[src/rtl/tiny45_mem_arbiter_pkg.sv]
// Shared types for the tiny45 memory arbiter: FSM state encoding, access size
// codes and the mapping from access size to memory transaction length.
package tiny45_mem_pkg;

    typedef enum logic [1:0] {
        ST_IDLE   = 2'd0,
        ST_IFETCH = 2'd1,
        ST_DREAD  = 2'd2,
        ST_DWRITE = 2'd3
    } arb_state_e;

    localparam logic [1:0] SIZE_BYTE = 2'b00;
    localparam logic [1:0] SIZE_HALF = 2'b01;
    localparam logic [1:0] SIZE_WORD = 2'b10;

    localparam logic [3:0] FETCH_NIBBLES = 4'd8;

    // Code 11 is not a legal size and is widened to a word access.
    function automatic logic [3:0] size_to_nibbles(input logic [1:0] size);
        case (size)
            SIZE_BYTE: return 4'd2;
            SIZE_HALF: return 4'd4;
            default:   return 4'd8;
        endcase
    endfunction

endpackage

[src/rtl/tiny45_mem_arbiter_if.sv]
// Bundle of fetch, load/store and memory-port signals around the arbiter.
// The master modport is the arbiter's view; slave is the surrounding system.
interface tiny45_mem_arbiter_if #(parameter int ADDR_BITS = 28);

    logic                 instr_req;
    logic [ADDR_BITS-1:0] instr_addr;
    logic                 instr_flush;
    logic                 instr_gnt;
    logic [3:0]           instr_rdata;
    logic                 instr_rvalid;

    logic                 data_req;
    logic [ADDR_BITS-1:0] data_addr;
    logic                 data_write;
    logic [1:0]           data_size;
    logic [3:0]           data_wdata;
    logic                 data_wready;
    logic                 data_gnt;
    logic [3:0]           data_rdata;
    logic                 data_rvalid;
    logic                 data_done;

    logic                 mem_start;
    logic [ADDR_BITS-1:0] mem_addr;
    logic                 mem_write;
    logic [3:0]           mem_nibbles;
    logic [3:0]           mem_wdata;
    logic                 mem_wready;
    logic [3:0]           mem_rdata;
    logic                 mem_rvalid;

    modport master (
        input  instr_req, instr_addr, instr_flush,
        output instr_gnt, instr_rdata, instr_rvalid,
        input  data_req, data_addr, data_write, data_size, data_wdata,
        output data_wready, data_gnt, data_rdata, data_rvalid, data_done,
        output mem_start, mem_addr, mem_write, mem_nibbles, mem_wdata,
        input  mem_wready, mem_rdata, mem_rvalid
    );

    modport slave (
        output instr_req, instr_addr, instr_flush,
        input  instr_gnt, instr_rdata, instr_rvalid,
        output data_req, data_addr, data_write, data_size, data_wdata,
        input  data_wready, data_gnt, data_rdata, data_rvalid, data_done,
        input  mem_start, mem_addr, mem_write, mem_nibbles, mem_wdata,
        output mem_wready, mem_rdata, mem_rvalid
    );

endinterface

[src/rtl/tiny45_mem_arbiter.sv]
// Arbitrates fetch and load/store requests onto one nibble-serial memory port
// and steers read/write nibbles between memory and the winning requester.
//
//   state     | meaning
//   ----------+-----------------------------------------------------------
//   ST_IDLE   | no transaction; arbitrate between pending requests
//   ST_IFETCH | 8-nibble instruction read in flight (may be flushed)
//   ST_DREAD  | load in flight, nibbles steered to data_rdata
//   ST_DWRITE | store in flight, data_wdata steered to memory
module tiny45_mem_arbiter
    import tiny45_mem_pkg::*;
#(
    parameter int ADDR_BITS = 28
) (
    input logic                 clk,
    input logic                 rstn,
    tiny45_mem_arbiter_if.master bus
);

    arb_state_e           state_q, state_d;
    logic                 last_data_q;
    logic                 flushed_q;
    logic [3:0]           cnt_q;
    logic [3:0]           nibbles_q;
    logic [ADDR_BITS-1:0] addr_q;
    logic                 write_q;
    logic                 start_q;
    logic                 instr_gnt_q;
    logic                 data_gnt_q;

    logic instr_req_eff;
    logic data_win;
    logic instr_win;
    logic hs;
    logic last_hs;
    logic instr_rvalid;
    logic data_rvalid;
    logic data_wready;
    logic data_done;

    // Data normally wins, but never twice in a row while a fetch waits.
    assign instr_req_eff = bus.instr_req && !bus.instr_flush;
    assign data_win      = bus.data_req && (!last_data_q || !instr_req_eff);
    assign instr_win     = !data_win && instr_req_eff;

    always_comb begin
        hs = 1'b0;
        case (state_q)
            ST_IFETCH, ST_DREAD: hs = bus.mem_rvalid;
            ST_DWRITE:           hs = bus.mem_wready;
            default:             hs = 1'b0;
        endcase
    end

    assign last_hs = hs && (cnt_q == nibbles_q - 4'd1);

    always_ff @(posedge clk or negedge rstn) begin
        if (!rstn) state_q <= ST_IDLE;
        else       state_q <= state_d;
    end

    always_comb begin
        state_d = state_q;
        case (state_q)
            ST_IDLE: begin
                if (data_win)       state_d = bus.data_write ? ST_DWRITE : ST_DREAD;
                else if (instr_win) state_d = ST_IFETCH;
            end
            default: begin
                if (last_hs) state_d = ST_IDLE;
            end
        endcase
    end

    always_comb begin
        instr_rvalid = 1'b0;
        data_rvalid  = 1'b0;
        data_wready  = 1'b0;
        data_done    = 1'b0;
        case (state_q)
            ST_IFETCH: instr_rvalid = bus.mem_rvalid && !flushed_q && !bus.instr_flush;
            ST_DREAD: begin
                data_rvalid = bus.mem_rvalid;
                data_done   = last_hs;
            end
            ST_DWRITE: begin
                data_wready = bus.mem_wready;
                data_done   = last_hs;
            end
            default: ;
        endcase
    end

    // Transaction attributes are captured at grant and held for the memory.
    always_ff @(posedge clk or negedge rstn) begin
        if (!rstn) begin
            last_data_q <= 1'b0;
            flushed_q   <= 1'b0;
            cnt_q       <= 4'd0;
            nibbles_q   <= 4'd0;
            addr_q      <= '0;
            write_q     <= 1'b0;
            start_q     <= 1'b0;
            instr_gnt_q <= 1'b0;
            data_gnt_q  <= 1'b0;
        end else begin
            start_q     <= 1'b0;
            instr_gnt_q <= 1'b0;
            data_gnt_q  <= 1'b0;
            if (state_q == ST_IDLE) begin
                flushed_q <= 1'b0;
                if (data_win || instr_win) begin
                    start_q     <= 1'b1;
                    instr_gnt_q <= instr_win;
                    data_gnt_q  <= data_win;
                    last_data_q <= data_win;
                    cnt_q       <= 4'd0;
                    addr_q      <= data_win ? bus.data_addr : bus.instr_addr;
                    write_q     <= data_win && bus.data_write;
                    nibbles_q   <= data_win ? size_to_nibbles(bus.data_size) : FETCH_NIBBLES;
                end
            end else begin
                if (hs) cnt_q <= cnt_q + 4'd1;
                if (state_q == ST_IFETCH && bus.instr_flush) flushed_q <= 1'b1;
            end
        end
    end

    assign bus.instr_gnt    = instr_gnt_q;
    assign bus.data_gnt     = data_gnt_q;
    assign bus.mem_start    = start_q;
    assign bus.mem_addr     = addr_q;
    assign bus.mem_write    = write_q;
    assign bus.mem_nibbles  = nibbles_q;
    assign bus.mem_wdata    = bus.data_wdata;
    assign bus.instr_rdata  = bus.mem_rdata;
    assign bus.data_rdata   = bus.mem_rdata;
    assign bus.instr_rvalid = instr_rvalid;
    assign bus.data_rvalid  = data_rvalid;
    assign bus.data_wready  = data_wready;
    assign bus.data_done    = data_done;

endmodule

[src/flat_wrapper.sv]
// flat-port wrapper written by rule: the top's interface ports become plain ports
module tiny45_mem_arbiter_flat import tiny45_mem_pkg::*;
#(
    parameter int ADDR_BITS = 28
)
  (clk, rstn, bus_instr_req, bus_instr_addr, bus_instr_flush, bus_instr_gnt, bus_instr_rdata, bus_instr_rvalid, bus_data_req, bus_data_addr, bus_data_write, bus_data_size, bus_data_wdata, bus_data_wready, bus_data_gnt, bus_data_rdata, bus_data_rvalid, bus_data_done, bus_mem_start, bus_mem_addr, bus_mem_write, bus_mem_nibbles, bus_mem_wdata, bus_mem_wready, bus_mem_rdata, bus_mem_rvalid);
  tiny45_mem_arbiter_if #(.ADDR_BITS(ADDR_BITS)) bus_i ();
  input logic clk;
  input logic rstn;
  input wire logic [$bits(bus_i.instr_req)-1:0] bus_instr_req;
  input wire logic [$bits(bus_i.instr_addr)-1:0] bus_instr_addr;
  input wire logic [$bits(bus_i.instr_flush)-1:0] bus_instr_flush;
  output wire logic [$bits(bus_i.instr_gnt)-1:0] bus_instr_gnt;
  output wire logic [$bits(bus_i.instr_rdata)-1:0] bus_instr_rdata;
  output wire logic [$bits(bus_i.instr_rvalid)-1:0] bus_instr_rvalid;
  input wire logic [$bits(bus_i.data_req)-1:0] bus_data_req;
  input wire logic [$bits(bus_i.data_addr)-1:0] bus_data_addr;
  input wire logic [$bits(bus_i.data_write)-1:0] bus_data_write;
  input wire logic [$bits(bus_i.data_size)-1:0] bus_data_size;
  input wire logic [$bits(bus_i.data_wdata)-1:0] bus_data_wdata;
  output wire logic [$bits(bus_i.data_wready)-1:0] bus_data_wready;
  output wire logic [$bits(bus_i.data_gnt)-1:0] bus_data_gnt;
  output wire logic [$bits(bus_i.data_rdata)-1:0] bus_data_rdata;
  output wire logic [$bits(bus_i.data_rvalid)-1:0] bus_data_rvalid;
  output wire logic [$bits(bus_i.data_done)-1:0] bus_data_done;
  output wire logic [$bits(bus_i.mem_start)-1:0] bus_mem_start;
  output wire logic [$bits(bus_i.mem_addr)-1:0] bus_mem_addr;
  output wire logic [$bits(bus_i.mem_write)-1:0] bus_mem_write;
  output wire logic [$bits(bus_i.mem_nibbles)-1:0] bus_mem_nibbles;
  output wire logic [$bits(bus_i.mem_wdata)-1:0] bus_mem_wdata;
  input wire logic [$bits(bus_i.mem_wready)-1:0] bus_mem_wready;
  input wire logic [$bits(bus_i.mem_rdata)-1:0] bus_mem_rdata;
  input wire logic [$bits(bus_i.mem_rvalid)-1:0] bus_mem_rvalid;
  assign bus_i.instr_req = bus_instr_req;
  assign bus_i.instr_addr = bus_instr_addr;
  assign bus_i.instr_flush = bus_instr_flush;
  assign bus_instr_gnt = bus_i.instr_gnt;
  assign bus_instr_rdata = bus_i.instr_rdata;
  assign bus_instr_rvalid = bus_i.instr_rvalid;
  assign bus_i.data_req = bus_data_req;
  assign bus_i.data_addr = bus_data_addr;
  assign bus_i.data_write = bus_data_write;
  assign bus_i.data_size = bus_data_size;
  assign bus_i.data_wdata = bus_data_wdata;
  assign bus_data_wready = bus_i.data_wready;
  assign bus_data_gnt = bus_i.data_gnt;
  assign bus_data_rdata = bus_i.data_rdata;
  assign bus_data_rvalid = bus_i.data_rvalid;
  assign bus_data_done = bus_i.data_done;
  assign bus_mem_start = bus_i.mem_start;
  assign bus_mem_addr = bus_i.mem_addr;
  assign bus_mem_write = bus_i.mem_write;
  assign bus_mem_nibbles = bus_i.mem_nibbles;
  assign bus_mem_wdata = bus_i.mem_wdata;
  assign bus_i.mem_wready = bus_mem_wready;
  assign bus_i.mem_rdata = bus_mem_rdata;
  assign bus_i.mem_rvalid = bus_mem_rvalid;
  tiny45_mem_arbiter #(.ADDR_BITS(ADDR_BITS)) u_core (.clk(clk), .rstn(rstn), .bus(bus_i));
endmodule
[config.mk]
export PLATFORM = sky130hd
export DESIGN_NAME = tiny45_mem_arbiter_flat
export DESIGN_NICKNAME = d
export VERILOG_FILES = /design/src/rtl/tiny45_mem_arbiter_pkg.sv /design/src/rtl/tiny45_mem_arbiter_if.sv /design/src/rtl/tiny45_mem_arbiter.sv /design/src/flat_wrapper.sv
export SDC_FILE = /design/constraint.sdc
export NUM_CORES = 1
export LEC_CHECK = 0
export ABC_AREA = 1
export CORE_ASPECT_RATIO = 1.1
export CORE_UTILIZATION = 43
export CTS_CLUSTER_DIAMETER = 50
export DETAILED_ROUTE_END_ITERATION = 7
export PLACE_DENSITY_LB_ADDON = 0.05
export SYNTH_ARGS = -nofsm -noshare
export SYNTH_HDL_FRONTEND = slang
export SYNTH_SLANG_ARGS = --single-unit
[constraint.sdc]
create_clock -name clk -period 2.3 [get_ports clk]
set_input_delay 0.46 -clock clk [delete_from_list [all_inputs] [get_ports clk]]
set_output_delay 0.46 -clock clk [all_outputs]
set_load 0.05 [all_outputs]
# --- Yosys cells after proc, flatten, opt, wreduce, memory -nomap -nowiden ---
# Index checks and enable logic that the tools add are counted.
totals:
  register_bits: 44
  latch_bits: 0
  mem_bits_rw: 0
  rom_bits: 0
  in_bits: 74
  n_memories: 0
op_classes:
  add_sub_neg: 2
  mul: 0
  div: 0
  n_lt_le_gt_ge: 0
  eq_ne: 7
  shift: 0
  n_mux: 24
  bitwise_logic: 0
  reduce_logical: 25
ops:
  columns: ["cell", "count"]
  rows:
  - ["28-bit two-way mux", 1]
  - ["4-bit two-way mux", 4]
  - ["1-bit two-way mux", 13]
  - ["1-bit logical AND", 8]
  - ["2-bit two-way mux", 4]
  - ["4-bit case mux with 2 select lines", 1]
  - ["2-bit AND reduction", 3]
  - ["2-bit nonzero test", 3]
  - ["1-bit logical NOT", 5]
  - ["4-bit by 1-bit adder with 4-bit output (second input constant)", 1]
  - ["2-bit by 1-bit == test with 1-bit output (second input constant)", 2]
  - ["2-bit == test (second input constant)", 2]
  - ["4-bit == test", 1]
  - ["2-bit logical NOT", 2]
  - ["2-bit OR reduction", 2]
  - ["4-bit by 1-bit subtractor with 4-bit output (second input constant)", 1]
  - ["3-bit by 1-bit inequality test with 1-bit output (second input constant)", 1]
  - ["1-bit logical OR", 2]
  - ["2-bit inequality test (second input constant)", 1]
  - ["1-bit case mux with 2 select lines", 1]

# --- Longest topological paths before layout ---
# Gate-level depths: netlist of the first run.
depth:
  depth_word: 10
  ltp_mapped: 10
  depth_no_buf: 10

# --- Worst setup path before layout of the first run ---
# Ideal clock, no wire load.
synth_path:
  path_kind: "flip-flop to output port"
  start: "register u_core.nibbles_q[1], in the netlist u_core.bus.mem_nibbles[1]"
  end: "output bus_data_done"
  arrival_time_ns: 2.005
  t_required_ns: 1.840
  setup_slack_ns: -0.165
  stages_incl_launch_ff: 9
  path_buffers: 0
  path_cell_list: "dfrtp_1 inv_1 ha_1 inv_1 nand2_1 nand2_1 nor2_1 nand2_1 nor2_1"
synth_between:
  elab_chain_len: 4
synth_lines:
  columns: ["element", "line", "rtl"]
  rows:
  - ["from (decl)", "tiny45_mem_arbiter.sv:24", "logic [3:0] nibbles_q;"]
  - ["from (signal assigned)", "tiny45_mem_arbiter.sv:120", "nibbles_q <= data_win ? size_to_nibbles(bus.data_size) : FETCH_NIBBLES;"]
  - ["4-bit by 1-bit subtractor with 4-bit output", "tiny45_mem_arbiter.sv:55", "assign last_hs = hs && (cnt_q == nibbles_q - 4'd1);"]
  - ["4-bit == test", "tiny45_mem_arbiter.sv:55", null]
  - ["1-bit logical AND", "tiny45_mem_arbiter.sv:55", null]
  - ["1-bit two-way mux", "tiny45_mem_arbiter.sv:80", "case (state_q)"]
  - ["to (decl)", "flat_wrapper.sv:25", "output wire logic [$bits(bus_i.data_done)-1:0] bus_data_done;"]
# Every way passes these cells.

# --- Worst setup path in the final report of the first run ---
# Same ends and word-level chain as after synthesis.

==> impl_metrics.csv, run 1 <==
group,metric,value,unit
run_status,outcome,"finished clean",
cts,cts_hold_buf,0,
global_routing,grt_max_degree,31,
logic_synthesis,synthTopCellsByArea,"dfrtp_1 45%, a21oi_2 10%, nand2_1 9.1%, a21oi_1 6.3%, nor2_1 5.0%",
drt,wl,5630,um
worst_setup_path,crit_type,"flip-flop to output pin",
worst_setup_path,crit_fanout,4,
logic_synthesis,syn_area,0.00239,mm2
worst_setup_path,path_cells,"inv_1 -> ha_1 -> inv_1 -> nand2_1 -> nand2_1 -> nor2_2 -> nand2_1 -> nor2_2 -> buf_12",
worst_setup_path,crit_required,1840,ps
logic_synthesis,syn_inst,277,
global_routing,grt.total_usage,20.0,%
pwr,p_leak,0.00156,uW
logic_synthesis,yosysMostFrequentCell,"nand2_1",
logic_synthesis,synth_edf_count,0,
sta,setup_viol,0,
worst_setup_path,cpMostUsedCell,"nand2_1",
worst_setup_path,cp_slowest_stage_delay,400,ps
drt,drt_pass1_iterations,4,
final_layout,diodes,0,
worst_setup_path,cp-start-kind,"flip-flop",
floorplanning,start_util,44.6,%
drt,final_antenna_net_count,0,
pwr,powerDensity,1430,mW/mm2
drt,routedWlPerCell,12.5,um
logic_synthesis,synthFlopType,"dfrtp_1",
drt,drt_iter0_drc,60,
floorplanning,dieArea,0.00586,mm2
sta,setup_tns,0,ps
global_routing,grt_overflow,0,
floorplanning,die_h,80.2,um
cts,cts_buffers,5,
logic_synthesis,synth-seq-area-share,45.0,%
floorplanning,num_rows,28,
sta,period_share,93.5,%
final_layout,area_growth,49.1,%
drt,dr_total_vias,2078,
global_routing,grt_pass1_wl,8870,um
worst_setup_path,worstSetupPathDepth,9,
floorplanning,ios,126,
place,globalplace.congestion,0.744,
cts,path_clk_slew,80,ps
final_layout,layout.nets,454,
sta,max_clock_freq,465,MHz
cts,cts_htree_levels,2,
run,maxCapViolations,0,
drt,vias_per_cell,4.63,
logic_synthesis,synthesis.nets,358,
cts,cts_tree,"done",
cts,cts_max_path_buffers,2,
logic_synthesis,synth_area_per_cell,8.62,um2
global_routing,first_global_vias,1989,
worst_setup_path,arrival,1690,ps
global_routing,grt_antenna_before_repair,0,
floorplanning,core_region_area,0.00536,mm2
logic_synthesis,yosysUniqueCellTypes,26,
place,dp_hpwl,4140,um
sta,period_needed,2150,ps
place,portBuffers,104,
final_layout,num-fill-cells,471,
worst_setup_path,critPathSlowestCell,"dfrtp_1",
sta,max_slew_margin,62.7,%
drt,drc,0,
cts,clkSinkCount,43,
sta,hold_violations,0,
worst_setup_path,critPathTopFamily,"simple AND/OR/NAND/NOR gates",
pwr,peakVddDrop,0.694,mV
worst_setup_path,critPathBufInv,3,
logic_synthesis,yosysWarningCount,0,
sta,hold_ws,7.79,ps
final_layout,drive_above_1_share,17.6,%
cts,clock_latency,300,ps
logic_synthesis,yosys.area.top_type,"dfrtp_1",
logic_synthesis,synth-seq-cells,43,
logic_synthesis,synth_commonest_cells,"58 x nand2_1, 43 x dfrtp_1, 32 x nor2_1, 30 x a21oi_1, 28 x a21oi_2",
sta,finClkSkew,8.63,ps
logic_synthesis,synth_top_area_share,45.0,%
sta,finalMaxSlewViolations,0,
logic_synthesis,async_flop_share,100,%
sta,tightest_slew,557,ps
cts,root_buffer,"clkbuf_8",
worst_setup_path,cp-end-kind,"output pin",
worst_setup_path,rr_worst_depth,10,
floorplanning,die_w,73.1,um
hold_path,hold_class,"input port to asynchronous set/reset pin",
## registers in the layout (all words and copies together), names as in the netlist
signal,count
u_core.bus.data_gnt,1
u_core.bus.instr_gnt,1
u_core.bus.mem_addr,28
u_core.bus.mem_nibbles,3
u_core.bus.mem_start,1
u_core.bus.mem_write,1
u_core.cnt_q,4
u_core.flushed_q,1
u_core.last_data_q,1
u_core.state_q,2
## layout by cell type, fill, tap and decap left out, drive strengths merged
| cell type | count |
|---|---|
| nor3 | 1 |
| a21oi | 58 |
| ha | 7 |
| xor2 | 1 |
| nor2 | 33 |
| nor4 | 1 |
| clkdlybuf4s50 | 99 |
| nand2 | 64 |
| nand3 | 9 |
| buf | 16 |
| nand3b | 1 |
| o21ai | 9 |
| dfrtp | 43 |
| bufinv | 2 |
| inv | 23 |
| clkbuf | 5 |
| conb | 1 |
| clkinvlp | 1 |
## power by group
| group | internal [uW] | switching (uW) |
|---|---|---|
| combinational | 1090 | 1980 |
| clock | 433 | 269 |
| sequential | 1110 | 214 |
| total | 2630 | 2460 |
## layout make-up
cell class	count	area, um2	area share (%)
timing repair buffer	115	1160	32.5
sequential	43	1080	30.2
multi-input combinational	185	1010	28.3
tap	75	93.8	2.64
inverter	23	88.8	2.49
clock buffer	5	68.8	1.93
clock inverter	3	67.6	1.90
## per-layer routing
layer	part of all wire [%]	vias up	routed length, um	global-route usage (%)
met2	50	59	2800	33.0
met5	0	-	0	0
met3	7.6	5	428	7.03
li1	-	1063	-	-
met1	41	951	2330	23.8
met4	1.4	0	76	7.25
## cell families after synthesis
| logic type | share of synthesized area [%] |
|---|---|
| AND/OR/NAND/NOR | 18.9 |
| AO/OA/AOI/OAI | 18.6 |
| adder cells (fa/ha/maj) | 3.67 |
| flip-flops | 45.0 |
| other | 0.157 |
| buffers and inverters | 13.3 |
| XOR/XNOR | 0.367 |
## path summary, 6_finish.rpt
check | from | to | slack [ps]
setup reg to reg | u_core.state_q[0] | u_core.cnt_q[1] | 670
max in group asynchronous | rstn | u_core.bus.mem_addr[17] | 1800
hold reg to reg | u_core.bus.mem_write | u_core.bus.mem_write | 490
min in group clk | u_core.bus.mem_write | u_core.bus.mem_write | 490
setup / recovery | u_core.bus.mem_nibbles[1] | bus_data_done | 150
hold / removal | rstn | u_core.bus.mem_addr[25] | 8
## timing repair
action / CTS / global route
setup endpoints to repair: 0 / 1
setup buffers: 0 / 3
resized for setup: 0 / 3
## metrics by stage
| stage | setup slack (ps) | cell area (um2) | instances | power [uW] | util (%) |
|---|---|---|---|---|---|
| after floorplan | 54.5 | 2390 | 277 | 3460 | - |
| after detailed placement | 161 | 3400 | 438 | 4370 | 63.4 |
| after CTS | 84.1 | 3540 | 446 | 5100 | 66.0 |
| after global placement | 194 | 3400 | 438 | 4340 | 63.4 |
| after global routing | -1.14 | 3560 | 449 | 5410 | 66.4 |
| final | 151 | 3560 | 449 | 5090 | 66.4 |
## worst register-to-register path: stages, from the launching register on
cell	delay, ps
dfrtp_1	420
inv_2	70
ha_1	280
nand2_1	50
nand2_1	60
nand2_1	60
nor2_1	220
inv_1	110
nand2_1	130
nand3_1	80
o21ai_0	80
(Power assumes the default switching activity.)
==> run 2: changes to the inputs <==
Settings changed: CORE_MARGIN set to 8, PLACE_DENSITY set to 0.95, PLACE_DENSITY_LB_ADDON 0.05 to unset.
==> impl_metrics.csv, run 2 (same netlist as run 1, synthesis figures left out) <==
group,metric,value,unit
final_layout,largest_reg_flops,28,
cts,cts_tree,"done",
sta,hold_ws,233,ps
cts,cts_htree_levels,2,
run_status,outcome,"finished clean",
place,place_ws,145,ps
worst_setup_path,cp-start-kind,"flip-flop",
final_layout,final_core_util,65.8,%
pwr,powerDensity,1410,mW/mm2
sta,setup_tns,0,ps
sta,max_clock_freq,455,MHz
sta,finalMaxSlewViolations,0,
worst_setup_path,crit_fanout,4,
place,portBuffers,104,
drt,wl,6510,um
worst_setup_path,path_cells,"inv_1 -> ha_1 -> nand2_1 -> nand2_1 -> nand2_1 -> inv_1 -> o21ai_0 -> nor2_2 -> buf_12",
pwr,p_leak,0.00154,uW
drt,dr_total_vias,2152,
cts,cts_max_path_buffers,2,
final_layout,drive_above_1_share,15.9,%
floorplanning,start_util,44.6,%
pwr,seq_power_share,26.6,%
worst_setup_path,critPathTopFamily,"flip-flops",
global_routing,grt.total_usage,16.0,%
cts,path_clk_slew,80,ps
sta,max_slew_margin,63.7,%
hold_path,hold_class,"input port to asynchronous set/reset pin",
worst_setup_path,cp_slowest_stage_delay,410,ps
drt,drt_pass1_iterations,4,
drt,final_antenna_net_count,0,
floorplanning,num_rows,28,
floorplanning,die_h,94.2,um
final_layout,layout_common_cells,"99 x clkdlybuf4s50_1, 58 x nand2_1, 43 x dfrtp_1",
floorplanning,core_region_area,0.00536,mm2
pwr,power_frac_clock,10.5,%
global_routing,grt_pass1_wl,10600,um
final_layout,layout_commonest_cell,"clkdlybuf4s50_1",
worst_setup_path,crit_required,1840,ps
sta,tightest_slew,544,ps
cts,cts_hold_buf,0,
worst_setup_path,crit_type,"flip-flop to output pin",
worst_setup_path,critPathSlowestCell,"dfrtp_1",
sta,finClkSkew,4.41,ps
pwr,combPwrFrac,62.9,%
worst_setup_path,cpMostUsedCell,"nand2_1",
global_routing,first_global_vias,2292,
final_layout,area_growth,47.6,%
place,globalplace.congestion,0.771,
global_routing,grt_max_degree,44,
cts,clock_latency,290,ps
cts,cts_buffers,5,
sta,period_share,95.5,%
cts,clkSinkCount,43,
drt,drt_iter0_drc,109,
global_routing,grt_antenna_before_repair,0,
sta,period_needed,2200,ps
final_layout,diodes,0,
pwr,power.switching,2480,uW
sta,hold_violations,0,
sta,worst_slack,102,ps
worst_setup_path,critPathBufInv,3,
cts,root_buffer,"clkbuf_8",
pwr,p_int,2490,uW
pwr,p_sw_share,49.9,%
run,maxCapViolations,0,
final_layout,layout.nets,451,
drt,drc,0,
floorplanning,dieArea,0.00820,mm2
worst_setup_path,arrival,1740,ps
floorplanning,ios,126,
place,dp_hpwl,4910,um
place,place_area,0.00339,mm2
sta,setup_viol,0,
pwr,peakVddDrop,0.718,mV
drt,vias_per_cell,4.83,
floorplanning,die_w,87.1,um
drt,routedWlPerCell,14.6,um
global_routing,grt_overflow,0,
worst_setup_path,cp-end-kind,"output pin",
final_layout,design_area,0.00352,mm2
## run 2: worst register-to-register path, delay by kind of cell, from the launching register on
family,cells,cell delay (ps)
adders and majority gates,1,300
buffers and inverters,2,200
DFF,1,410
and+or+nand+nor,6,610
AOI/OAI and AO/OA,1,80
## run 2: worst paths after layout
path / slack [ps] / depth (start not counted) / start / end
min: 230 / 2 / rstn / u_core.bus.mem_addr[16]
min in group clk: 520 / 2 / u_core.bus.mem_addr[5] / u_core.bus.mem_addr[5]
max reg2reg: 610 / 10 / u_core.state_q[0] / u_core.cnt_q[1]
min reg2reg: 520 / 2 / u_core.bus.mem_addr[5] / u_core.bus.mem_addr[5]
max in group asynchronous: 1700 / 2 / rstn / u_core.bus.mem_addr[5]
max: 100 / 9 / u_core.state_q[0] / bus_data_done
## run 2: area by class of cell
type	count	area, um2
sequential	43	1080
tap	75	93.8
clock buffer	8	100
timing repair buffer	112	1160
inverter	23	88.8
multi-input combinational	185	1000
fill	433	1840
## run 2: layer usage
metal	up-vias	track usage [%]	routed length (um)	share of wire (%)
li1	1054	-	-	-
met1	1009	16.2	2390	37
met2	77	28.7	3420	52
met3	12	7.09	597	9.2
met4	0	5.32	101	1.6
met5	-	0	0	0
## run 2: metrics by stage
step / total power (uW) / std cells
after CTS: 4960 / 442
final: 4970 / 446
after global routing: 5280 / 446
after global placement: 4340 / 434
after floorplan: 3460 / 277
after detailed placement: 4430 / 434
## run 2: what timing repair did
item | CTS | global route
setup endpoints to repair | 0 | 1
buffers inserted | 0 | 4
gates resized for setup | 0 | 0
## run 2: power groups by stage
stage	clock network [uW]	registers, uW	logic (uW)
6_report	524	1320	3130
5_1_grt	574	1370	3340
4_1_cts	538	1330	3100
3_5_place_dp	0	1340	3090
3_3_place_gp	0	1320	3030
2_1_floorplan	0	2340	1120
==> run 3: changes to the inputs <==
Settings changed: CORE_MARGIN 8 to 1, HOLD_SLACK_MARGIN set to 0.1.
==> impl_metrics.csv, run 3 (same netlist as run 1, synthesis figures left out) <==
group,metric,value,unit
drt,vias_per_cell,4.80,
worst_setup_path,arrival,1690,ps
pwr,p_sw_share,50.7,%
sta,hold_ws,233,ps
worst_setup_path,timing.rr.end,"u_core.cnt_q[3]",
global_routing,grt_max_degree,44,
floorplanning,num_rows,28,
worst_setup_path,crit_type,"flip-flop to output pin",
drt,drt_iter0_drc,82,
pwr,power.switching,2440,uW
place,portBuffers,104,
hold_path,hold_class,"input port to asynchronous set/reset pin",
sta,finalMaxSlewViolations,0,
cts,clock_latency,290,ps
sta,hold_violations,0,
worst_setup_path,cp-end-kind,"output pin",
floorplanning,core_region_area,0.00536,mm2
global_routing,grt_overflow,0,
sta,max_slew_margin,63.6,%
final_layout,drive_above_1_share,15.7,%
worst_setup_path,cp-start-kind,"flip-flop",
sta,setup_viol,0,
drt,final_antenna_net_count,0,
cts,clkSinkCount,43,
sta,period_needed,2150,ps
pwr,p_int,2370,uW
place,dp_hpwl,4280,um
global_routing,grt_pass1_wl,9190,um
final_layout,num-fill-cells,445,
floorplanning,ios,126,
floorplanning,dieArea,0.00586,mm2
final_layout,design_area,0.00347,mm2
cts,root_buffer,"clkbuf_8",
global_routing,first_global_vias,2047,
worst_setup_path,crit_required,1840,ps
final_layout,diodes,0,
place,place_area,0.00339,mm2
run_status,outcome,"finished clean",
floorplanning,start_util,44.6,%
floorplanning,die_h,80.2,um
pwr,power_frac_clock,9.2,%
sta,finClkSkew,4.60,ps
drt,dr_total_vias,2129,
sta,max_clock_freq,464,MHz
cts,path_clk_slew,80,ps
final_layout,largest_reg_flops,28,
drt,drt_pass1_iterations,4,
global_routing,grt.total_usage,20.4,%
global_routing,grt_antenna_before_repair,0,
drt,wl,5800,um
worst_setup_path,r2r-start,"u_core.state_q[0]",
cts,cts_htree_levels,2,
drt,drc,0,
pwr,powerDensity,1390,mW/mm2
drt,routedWlPerCell,13.1,um
pwr,combPwrFrac,63.2,%
cts,cts_buffers,5,
pwr,p_total,4810,uW
sta,tightest_slew,546,ps
cts,cts_tree,"done",
sta,setup_tns,0,ps
cts,cts_max_path_buffers,2,
pwr,seq_power_share,27.6,%
place,globalplace.congestion,0.820,
worst_setup_path,reg2reg_slack,640,ps
worst_setup_path,crit_fanout,4,
final_layout,layout_commonest_cell,"clkdlybuf4s50_1",
sta,rsz0062_at_grt,"false",
run,maxCapViolations,0,
pwr,p_leak,0.00152,uW
final_layout,layout_common_cells,"99 x clkdlybuf4s50_1, 58 x nand2_1, 43 x dfrtp_1",
sta,period_share,93.7,%
floorplanning,die_w,73.1,um
final_layout,layout.nets,451,
final_layout,final_core_util,64.8,%
pwr,peakVddDrop,0.653,mV
final_layout,area_growth,45.5,%
worst_setup_path,rr_worst_depth,7,
==> run 3: cell types whose count changed in the layout (fill, tap and decap cells not counted) <==
cell	change
buf_4	+2
buf_12	-2
nor2_1	-1
nor2_2	+1
clkbuf_8	-2
==> run 3: critical path, stage by stage, from the launching register on <==
cell and delay [ps]:
dfrtp_1 410, inv_1 100, ha_1 290, nand2_1 50, nand2_1 60, nand2_1 60
inv_1 50, o21ai_0 80, nor2_2 160, buf_12 150
==> run 3: metrics by stage <==
step	setup WS (ps)	std cells
finish	145	444
global route	19.2	444
CTS	92.7	443
detailed placement	229	437
global placement	283	437
floorplan	54.5	277
==> run 3: final cells by class <==
| type | instances | area [um2] | share of cell area, % |
|---|---|---|---|
| Inverter | 23 | 88.8 | 2.56 |
| Clock buffer | 6 | 72.6 | 2.09 |
| Tap cell | 75 | 93.8 | 2.70 |
| Sequential cell | 43 | 1080 | 31.0 |
| Multi-Input combinational cell | 185 | 1010 | 29.0 |
| Timing Repair Buffer | 112 | 1140 | 32.7 |
==> run 3: worst max-delay path by stage <==
stage | start | end | slack [ps] | cells past startpoint
2_1_floorplan | u_core.bus.mem_nibbles[1] | bus_data_done | 50 | 8
3_3_place_gp | bus_mem_rvalid | bus_data_done | 280 | 8
3_5_place_dp | bus_instr_flush | u_core.bus.mem_nibbles[3] | 230 | 10
4_1_cts | u_core.bus.mem_nibbles[1] | bus_data_done | 90 | 9
5_1_grt | u_core.state_q[0] | bus_data_done | 20 | 9
6_report | u_core.state_q[0] | bus_data_done | 150 | 9
==> run 3: metal layers <==
metal  vias to the layer above  wire length (um)  GRT usage [%]
met3                        12               362           4.64
met4                         0                87           6.27
met2                        81              2980           36.0
met1                       984              2370           24.2
met5                         -                 0              0
li1                       1052                 -              -
==> run 3: power by group through the flow <==
| stage | clock, uW | combinational [uW] | sequential (uW) |
|---|---|---|---|
| 6_report | 442 | 3040 | 1330 |
| 5_1_grt | 482 | 3270 | 1370 |
| 4_1_cts | 451 | 3050 | 1330 |
| 3_5_place_dp | 0 | 3040 | 1340 |
| 3_3_place_gp | 0 | 2980 | 1320 |
| 2_1_floorplan | 0 | 1120 | 2340 |
==> run 3: repair_timing <==
| action | in CTS | in global routing |
|---|---|---|
| hold buffers | 0 | 0 |
| endpoints found under the setup margin | 0 | 1 |
| buffers inserted | 0 | 1 |
| resized for setup | 0 | 1 |
